<file path="src/rtl/mem_addr_decoder_ws.sv">
// Registered data-memory bank decoder with per-access wait states and a req/ack handshake.
// Out-of-range addresses take a one-cycle FAULT path that pulses ACK and ERR with no bank selected.
module mem_addr_decoder_ws #(
   parameter int unsigned ADDR_W  = 4,
   parameter int unsigned NUM_SEL = 16,
   parameter int unsigned WAIT_W  = 3
) (
   input  logic               CLK,
   input  logic               RST_N,
   input  logic               REQ,
   input  logic               WE,
   input  logic [ADDR_W-1:0]  ADDR,
   input  logic [WAIT_W-1:0]  WAIT_CYC,
   output logic [NUM_SEL-1:0] SEL,
   output logic               SEL_WE,
   output logic               ACK,
   output logic               ERR,
   output logic               BUSY
);

   localparam int unsigned NUM_ADDR = 2 ** ADDR_W;

   typedef enum logic [1:0] {
      ST_IDLE   = 2'd0,
      ST_ACCESS = 2'd1,
      ST_FAULT  = 2'd2
   } state_e;

   state_e              state_q, state_d;
   logic [ADDR_W-1:0]   addr_q, addr_d;
   logic                we_q, we_d;
   logic [WAIT_W-1:0]   cnt_q, cnt_d;
   logic [NUM_SEL-1:0]  sel_q, sel_d;
   logic                sel_we_q, sel_we_d;
   logic                ack_q, ack_d;
   logic                err_q, err_d;
   logic                busy_q, busy_d;
   logic [NUM_SEL-1:0]  hot_c;
   logic                in_range_c;

   // With every address populated the range check folds away entirely.
   if (NUM_SEL >= NUM_ADDR) begin : g_full
      assign in_range_c = 1'b1;
   end else begin : g_part
      assign in_range_c = (ADDR < ADDR_W'(NUM_SEL));
   end

   always_ff @(posedge CLK or negedge RST_N) begin
      if (!RST_N) begin
         state_q  <= ST_IDLE;
         addr_q   <= '0;
         we_q     <= 1'b0;
         cnt_q    <= '0;
         sel_q    <= '0;
         sel_we_q <= 1'b0;
         ack_q    <= 1'b0;
         err_q    <= 1'b0;
         busy_q   <= 1'b0;
      end else begin
         state_q  <= state_d;
         addr_q   <= addr_d;
         we_q     <= we_d;
         cnt_q    <= cnt_d;
         sel_q    <= sel_d;
         sel_we_q <= sel_we_d;
         ack_q    <= ack_d;
         err_q    <= err_d;
         busy_q   <= busy_d;
      end
   end

   always_comb begin
      state_d = state_q;
      addr_d  = addr_q;
      we_d    = we_q;
      cnt_d   = cnt_q;

      case (state_q)
         ST_IDLE: begin
            if (REQ) begin
               if (in_range_c) begin
                  state_d = ST_ACCESS;
                  addr_d  = ADDR;
                  we_d    = WE;
                  cnt_d   = WAIT_CYC;
               end else begin
                  state_d = ST_FAULT;
               end
            end
         end
         ST_ACCESS: begin
            // Only decrement while non-zero so the counter can never wrap.
            if (cnt_q != '0) begin
               cnt_d = cnt_q - WAIT_W'(1);
            end else begin
               state_d = ST_IDLE;
            end
         end
         ST_FAULT: state_d = ST_IDLE;
         default:  state_d = ST_IDLE;
      endcase

      for (int unsigned i = 0; i < NUM_SEL; i++) begin
         hot_c[i] = (addr_d == ADDR_W'(i));
      end

      // Outputs are registered from the next state so they line up with it.
      sel_d    = (state_d == ST_ACCESS) ? hot_c : '0;
      sel_we_d = (state_d == ST_ACCESS) && we_d;
      ack_d    = ((state_d == ST_ACCESS) && (cnt_d == '0)) || (state_d == ST_FAULT);
      err_d    = (state_d == ST_FAULT);
      busy_d   = (state_d != ST_IDLE);
   end

   assign SEL    = sel_q;
   assign SEL_WE = sel_we_q;
   assign ACK    = ack_q;
   assign ERR    = err_q;
   assign BUSY   = busy_q;

endmodule

</file>
<file path="config.mk">
export PLATFORM = sky130hd
export DESIGN_NAME = mem_addr_decoder_ws
export DESIGN_NICKNAME = d
export VERILOG_FILES = /design/src/rtl/mem_addr_decoder_ws.sv
export SDC_FILE = /design/constraint.sdc
export NUM_CORES = 1
export LEC_CHECK = 0
export ABC_AREA = 1
export CORE_UTILIZATION = 50
export CTS_BUF_LIST = sky130_fd_sc_hd__clkbuf_4
export DETAILED_ROUTE_END_ITERATION = 16
export PLACE_DENSITY = 0.81
export SYNTH_ARGS = -nofsm -noshare
export SYNTH_HDL_FRONTEND = slang
export SYNTH_SLANG_ARGS = --single-unit
</file>
<file path="constraint.sdc">
create_clock -name CLK -period 3.1 [get_ports CLK]
set_input_delay 0.775 -clock CLK [delete_from_list [all_inputs] [get_ports CLK]]
set_output_delay 0.775 -clock CLK [all_outputs]
set_load 0.03 [all_outputs]
</file>
# ---- Word-level counts from Yosys, hierarchy flattened
# Cells that the tools add are included.
dict set report word_totals {
  ff_bits 30
  input_bits 11
  output_inout_bits 20
  wordCells 47
}
dict set report op_classes {
  n_addsub 1
  eq_ne 18
  muxes 11
  reduce_logical 8
}
# op n
set op_table {}
lappend op_table {{4-bit equality test (second input constant)} 8}
lappend op_table {{4-bit by 3-bit equality test with 1-bit output (second input constant)} 4}
lappend op_table {{16-bit two-way mux} 1}
lappend op_table {{4-bit by 2-bit equality test with 1-bit output (second input constant)} 2}
lappend op_table {{4-bit two-way mux} 2}
lappend op_table {{3-bit two-way mux} 2}
lappend op_table {{3-bit case mux with 2 select lines} 1}
lappend op_table {{2-bit by 1-bit equality test with 1-bit output (second input constant)} 2}
lappend op_table {{4-bit by 1-bit equality test with 1-bit output (second input constant)} 1}
lappend op_table {{4-bit zero test} 1}
lappend op_table {{2-bit two-way mux} 2}
lappend op_table {{2-bit case mux with 2 select lines} 1}
lappend op_table {{3-bit zero test} 1}
lappend op_table {{3-bit nonzero test} 1}
lappend op_table {{3-bit by 1-bit subtractor with 3-bit output (second input constant)} 1}
lappend op_table {{2-bit equality test (second input constant)} 1}
lappend op_table {{1-bit logical AND} 2}
lappend op_table {{2-bit zero test} 1}
lappend op_table {{1-bit two-way mux} 2}
lappend op_table {{2-bit nonzero test} 1}
lappend op_table {{1-bit logical OR} 1}

# ---- Depth between registers and ports, before layout
# Gate-level depths: netlist of run 1.
dict set report logic_depth {
  depth_word 6
  mapped_depth 9
  depth_no_buf 9
}

# ---- Worst setup path before layout of run 1
# No wires, ideal clock.
dict set report synth_path {
  path_type {input -> register}
  start {input port REQ}
  end {register sel_q[4], in the netlist SEL[4]}
  setup_time_ns 0.117
  arrival_time_ns 1.343
  t_required_ns 2.983
  slack_ns 1.641
  path_stages 6
  n_path_buf 1
  path_cell_list {nand2_2 -> buf_6 -> o21ai_4 -> inv_2 -> nand2_2 -> nor2_1}
}
dict set report synth_between {
  elab_chain_cells 4
  word_cells_on_any_way 7
  cone_classes {eq/ne: 2; mux: 5}
}
# element line_no
set synth_lines {}
lappend synth_lines {{start: declaration} 10} ;# input logic REQ,
lappend synth_lines {{4-bit two-way mux} 80} ;# if (REQ) begin
lappend synth_lines {{4-bit two-way mux} 78} ;# case (state_q)
lappend synth_lines {{via addr_d[2]} 30} ;# logic [ADDR_W-1:0] addr_q, addr_d;
lappend synth_lines {{4-bit by 3-bit equality test with 1-bit output} 104} ;# hot_c[i] = (addr_d == ADDR_W'(i));
lappend synth_lines {{16-bit two-way mux} 108} ;# sel_d = (state_d == ST_ACCESS) ? hot_c : '0;
lappend synth_lines {{via sel_d[4]} 33} ;# logic [NUM_SEL-1:0] sel_q, sel_d;
lappend synth_lines {{end signal: assignment} 64} ;# sel_q <= sel_d;
lappend synth_lines {{end: declaration} 33}
# The timed path passes the listed nets, and every way through them passes these cells.

# ---- Worst setup path after layout of run 1
dict set report layout_path {
  start {register sel_q[1], in the netlist SEL[1]}
  end {output port SEL[1]}
}
# element line_no
set layout_rtl {}
lappend layout_rtl {{end: declaration} 14} ;# output logic [NUM_SEL-1:0] SEL,
# No word-level cell between the ends.

==> results of run 1 <==
-- registers in the layout (all words and copies together) (netlist names) --
| name | flops |
|---|---|
| SEL_WE | 1 |
| BUSY | 1 |
| ERR | 1 |
| we_q | 1 |
| addr_q | 4 |
| SEL | 16 |
| ACK | 1 |
| state_q | 2 |
| cnt_q | 3 |
-- Yosys cell counts (all sizes together) --
| library cell | number |
|---|---|
| o21ai | 5 |
| ha | 2 |
| buf | 1 |
| nand2 | 36 |
| nor2 | 24 |
| or2 | 1 |
| dfrtp | 30 |
| a21boi | 1 |
| conb | 1 |
| nand3 | 12 |
| inv | 19 |
-- power groups by stage --
stage	logic, mW	registers [mW]	clock network [mW]
2_1_floorplan	0.180	0.496	0
3_3_place_gp	0.290	0.466	0
3_5_place_dp	0.305	0.468	0
4_1_cts	0.307	0.460	0.320
5_1_grt	0.342	0.466	0.343
6_report	0.306	0.460	0.313
-- how the worst max path moves through the flow --
stage                             to        startpoint
finish                        SEL[1]  SEL[1]$_DFF_PN0_
CTS                           SEL[1]  SEL[1]$_DFF_PN0_
floorplan           SEL[4]$_DFF_PN0_               REQ
global route                  SEL[4]  SEL[4]$_DFF_PN0_
detailed placement  SEL[1]$_DFF_PN0_               REQ
global placement    SEL_WE$_DFF_PN0_               REQ
-- area by class of cell --
class	count	area, um2	area share (%)
sequential	30	750.7	44.94
inverter	19	71.32	4.270
tap	28	35.03	2.097
clock buffer	7	52.55	3.146
timing repair buffer	31	307.8	18.43
multi-input combinational	83	422.9	25.32
clock inverter	1	30.03	1.798
-- through the flow --
step / power, mW / std cells
after floorplan: 0.6757 / 133
after global placement: 0.7558 / 191
after detailed placement: 0.7729 / 191
after CTS: 1.086 / 199
after global routing: 1.150 / 199
final: 1.078 / 199
-- per-layer routing --
layer	part of all wire [%]	track usage, %
met3	6.1	5.263
met1	43	26.31
met4	3.7	15.77
met2	47	31.20
met5	0	0
-- cell families after synthesis --
group / after synthesis / synth area share [%]
DFF: 30 / 59.94
buffers and inverters: 20 / 6.593
and+or+nand+nor: 73 / 27.07
AOI/OAI and AO/OA: 6 / 4.097
adders and majority gates: 2 / 1.998
other: 1 / 0.2994
==> flow_summary.toml, run 1 <==
[min_path]
min_delay_path_depth = 2
timing.hold.worst.start = "addr_q[3]$_DFF_PN0_"
hold-path-endpoint = "addr_q[3]$_DFF_PN0_"
hold_class = "reg2reg"

[power_and_ir_drop]
power.share.combinational_pct = 28.4
sw_frac_of_total_pct = 31.76
ir_worst_vdd_mv = 0.5862
power.leakage_nw = 0.8403
sequentialPowerShare_pct = 42.6
net_switching_power_of_the_design_mw = 0.3425
clockPowerShare_pct = 29.0
intPower_mw = 0.7359
pwr_density_cell_mw_per_mm2 = 645.6

[clock_tree]
tritoncts_num_sinks = 30
clk_latency_ns = 0.32
post_cts_buffers = 0
clock_tree.root_cell = "sky130_fd_sc_hd__clkbuf_4"
number_of_buffers_on_the_longest_clock_path = 2
cts_tree = "yes"
ctsResizeCount = 0
cts.hold.buffers_added = 0
cts.clk_slew.worst_paths_ns = 0.09
htree_num_levels = 2
num_cts_buffers = 5

[layout]
antenna_cells_inserted = 0
layout.cell_area.non_filler_mm2 = 0.001670
highest_count_cells_in_the_layout_ignoring_fill_and_taps = "sky130_fd_sc_hd__dfrtp_1, sky130_fd_sc_hd__clkdlybuf4s50_1, sky130_fd_sc_hd__nand2_1"
drive_gt1_share_pct = 14.62
final_core_util_pct = 73.39
flow.area_growth_from_synthesis_pct = 33.37
n_fill_cell = 173
nNetsFinal = 183

[global_routing]
antenna_found_initial = 0
globalRouteOverflowTotal = 0
grtUsageTotal_pct = 21.06
grt_max_degree = 31
grt_pass1_vias = 922
first_pass_grt_wire_length_um = 3926

[timing]
final_setup_vio_count = 0
hold_viol_final = 0
fin_crit_ns = 2.103
final_min_period_over_clock_period_pct = 67.82
grt_setup_unrepaired = "no"
skew_ns = 0.003264
maxClockFrequency_ghz = 0.4756
drv_slew = 0
hold_ws_ns = 0.5529
summed_negative_setup_slack_over_all_endpoints_ns = 0
fin_ws_ns = 0.9975

[route]
detailroute.via_count = 952
routed_wire_length_per_instance_um = 11.30
initialDrtViolationCount = 7
drt_wl_total_um = 2248
final_antenna_net_count = 0
detailedRoute.firstPassIterationCount = 4
remaining_drc_errors = 0
route.detailed.vias_per_inst = 4.784

[critical_path]
crit_path_max_fanout = 1
critical_path.top_delay_family = "buffers and inverters"
criticalPathCategory = "reg2out"
critical-path-slowest-cell = "sky130_fd_sc_hd__clkdlybuf4s50_1"
timing.critical_path.depth = 1
cp-start-kind = "flip-flop"
rr_endpoint = "SEL[1]$_DFF_PN0_"
critical-path-max-stage-delay_ns = 0.67
cell_by_cell_trace_of_the_critical_path = "clkdlybuf4s50_1"
timing.rr.start = "state_q[1]$_DFF_PN0_"
worst-r2r-setup-slack_ns = 1.56
timing.critical_path.to_type = "output pin"
cp.required_ns = 2.32
worst-path-buf-inv = 1
timing.reg2reg.worst_path_depth = 6
worst-endpoint-arrival_ns = 1.33

[floorplanning]
die_x_um = 52.05
die_area_mm2 = 0.002709
floorplan.core_area_mm2 = 0.002276
die_height_um = 52.05
num_rows = 17
io-pin-count = 31
start_util_pct = 55.03

[placement]
postPlaceCellArea_mm2 = 0.001588
dp_hpwl_um = 1654
port_buffers = 30
place_worst_setup_slack_ns = 0.7677
gp_congestion = 0.8326

[synth]
yosys.area.top_type_share_pct = 59.94
sequential_fraction_of_the_synthesis_area_pct = 59.94
syn_inst = 132
synth_cell_types = 18
synth_area_leaders = "sky130_fd_sc_hd__dfrtp_1, sky130_fd_sc_hd__nand2_1, sky130_fd_sc_hd__nor2_1, sky130_fd_sc_hd__inv_1, sky130_fd_sc_hd__nand3_1"
yosysTopAreaCell = "sky130_fd_sc_hd__dfrtp_1"
synth.cell_area_mm2 = 0.001252
syn-mean-instance-area_um2 = 9.488
seq_cells_post_synth = 30
yosys_warnings = 0

[run_status]
outcome = "finished, final reports clean"

[run]
max-cap-violations = 0
(Power assumes the default switching activity.)
==> inputs of run 2 (changes only) <==
==> constraint.sdc (replaced) <==
create_clock -name CLK -period 2.05 [get_ports CLK]
set_input_delay 0.5125 -clock CLK [delete_from_list [all_inputs] [get_ports CLK]]
set_output_delay 0.5125 -clock CLK [all_outputs]
set_load 0.03 [all_outputs]
==> flow_summary.toml, run 2 (same netlist as run 1, synthesis figures left out) <==
[run_status]
outcome = "finished, final reports clean"

[route]
initialDrtViolationCount = 8
detailedRoute.firstPassIterationCount = 4
route.detailed.vias_per_inst = 4.660
detailroute.via_count = 932
sum_of_met3_wire_segment_lengths_after_detailed_routing_um = 178
drt_wl_total_um = 2378
wl_met1_um = 1026
dr_wl_met2_um = 1111
routed.top_layer = "met4"
final_antenna_net_count = 0
remaining_drc_errors = 0
routed_wire_length_per_instance_um = 11.89

[timing]
skew_ns = 0.01557
hold_ws_ns = 0.5447
drv_slew = 0
maxClockFrequency_ghz = 0.5265
fin_ws_ns = 0.1508
hold_viol_final = 0
final_setup_vio_count = 0
final_min_period_over_clock_period_pct = 92.65
grt_setup_unrepaired = "no"
fin_crit_ns = 1.899
summed_negative_setup_slack_over_all_endpoints_ns = 0

[floorplanning]
floorplan.core_area_mm2 = 0.002276
num_rows = 17
die_x_um = 52.05
io-pin-count = 31
die_area_mm2 = 0.002709
start_util_pct = 55.03
die_height_um = 52.05

[layout]
flow.area_growth_from_synthesis_pct = 33.67
layout.cell_area.non_filler_mm2 = 0.001674
largest_reg_flops = 16
highest_count_cells_in_the_layout_ignoring_fill_and_taps = "sky130_fd_sc_hd__dfrtp_1, sky130_fd_sc_hd__clkdlybuf4s50_1, sky130_fd_sc_hd__nand2_1"
final_core_util_pct = 73.56
antenna_cells_inserted = 0
drive_gt1_share_pct = 14.53
nNetsFinal = 185
finish.cell_count_without_fillers = 200

[global_routing]
first_pass_grt_wire_length_um = 3988
grt_pass1_vias = 880
globalRouteOverflowTotal = 0
grtUsageTotal_pct = 22.38
grt_max_degree = 31
antenna_found_initial = 0

[critical_path]
criticalPathCategory = "reg2out"
timing.critical_path.to_type = "output pin"
worst-path-buf-inv = 1
crit_path_max_fanout = 1
worst-endpoint-arrival_ns = 1.39
critical-path-slowest-cell = "sky130_fd_sc_hd__clkdlybuf4s50_1"
cp-start-kind = "flip-flop"
critical_path.top_delay_family = "buffers and inverters"
cp.required_ns = 1.54
critical-path-max-stage-delay_ns = 0.68
cell_by_cell_trace_of_the_critical_path = "clkdlybuf4s50_1"

[clock_tree]
num_cts_buffers = 5
post_cts_buffers = 0
clk_latency_ns = 0.34
tritoncts_num_sinks = 30
ctsResizeCount = 0
cts_tree = "yes"
number_of_buffers_on_the_longest_clock_path = 2
htree_num_levels = 2
cts.clk_slew.worst_paths_ns = 0.10
cts.hold.buffers_added = 0
clock_tree.root_cell = "sky130_fd_sc_hd__clkbuf_4"

[power_and_ir_drop]
ir_worst_vdd_mv = 0.9449
power.leakage_nw = 0.8419
total_power_mw = 1.599
pwr_density_cell_mw_per_mm2 = 955.3

[placement]
gp_congestion = 0.8137
port_buffers = 30
place_worst_setup_slack_ns = 0.09409
post-place-cells = 193
postPlaceCellArea_mm2 = 0.001603
dp_hpwl_um = 1722

[run]
max-cap-violations = 0

[min_path]
hold_class = "in2async"
## run 2: path summary, 6_finish.rpt
kind                                           start                   to  slack, ns  cells past startpoint
worst min register to register    cnt_q[2]$_DFF_PN0_   cnt_q[2]$_DFF_PN0_       0.57                      2
worst min-delay path                           RST_N   cnt_q[2]$_DFF_PN0_       0.54                      2
worst max-delay path               SEL[11]$_DFF_PN0_              SEL[11]       0.15                      1
max in group asynchronous                      RST_N  addr_q[1]$_DFF_PN0_       1.22                      2
min in group CLK                  cnt_q[2]$_DFF_PN0_   cnt_q[2]$_DFF_PN0_       0.57                      2
worst max register to register  state_q[1]$_DFF_PN0_    SEL[10]$_DFF_PN0_       0.51                      6
## run 2: metal layers
metal  GRT usage [%]  vias to the layer above
met3           9.942                        5
met1           29.01                      415
li1                -                      476
met4           13.51                        0
met2           30.34                       36
met5               0                        -
## run 2: layout make-up
class	instances	area (um2)
flip-flops and latches	30	750.7
fillers	178	601.8
multi-input cells	83	422.9
repair buffers	33	322.8
inverters	19	71.32
clock buffers	5	37.54
well taps	28	35.03
clock inverters	2	33.78
## run 2: report_power, final
| part | switching [mW] | internal, mW | total [mW] |
|---|---|---|---|
| clock network | 0.193 | 0.246 | 0.440 |
| logic | 0.296 | 0.167 | 0.463 |
| registers | 0.0348 | 0.662 | 0.697 |
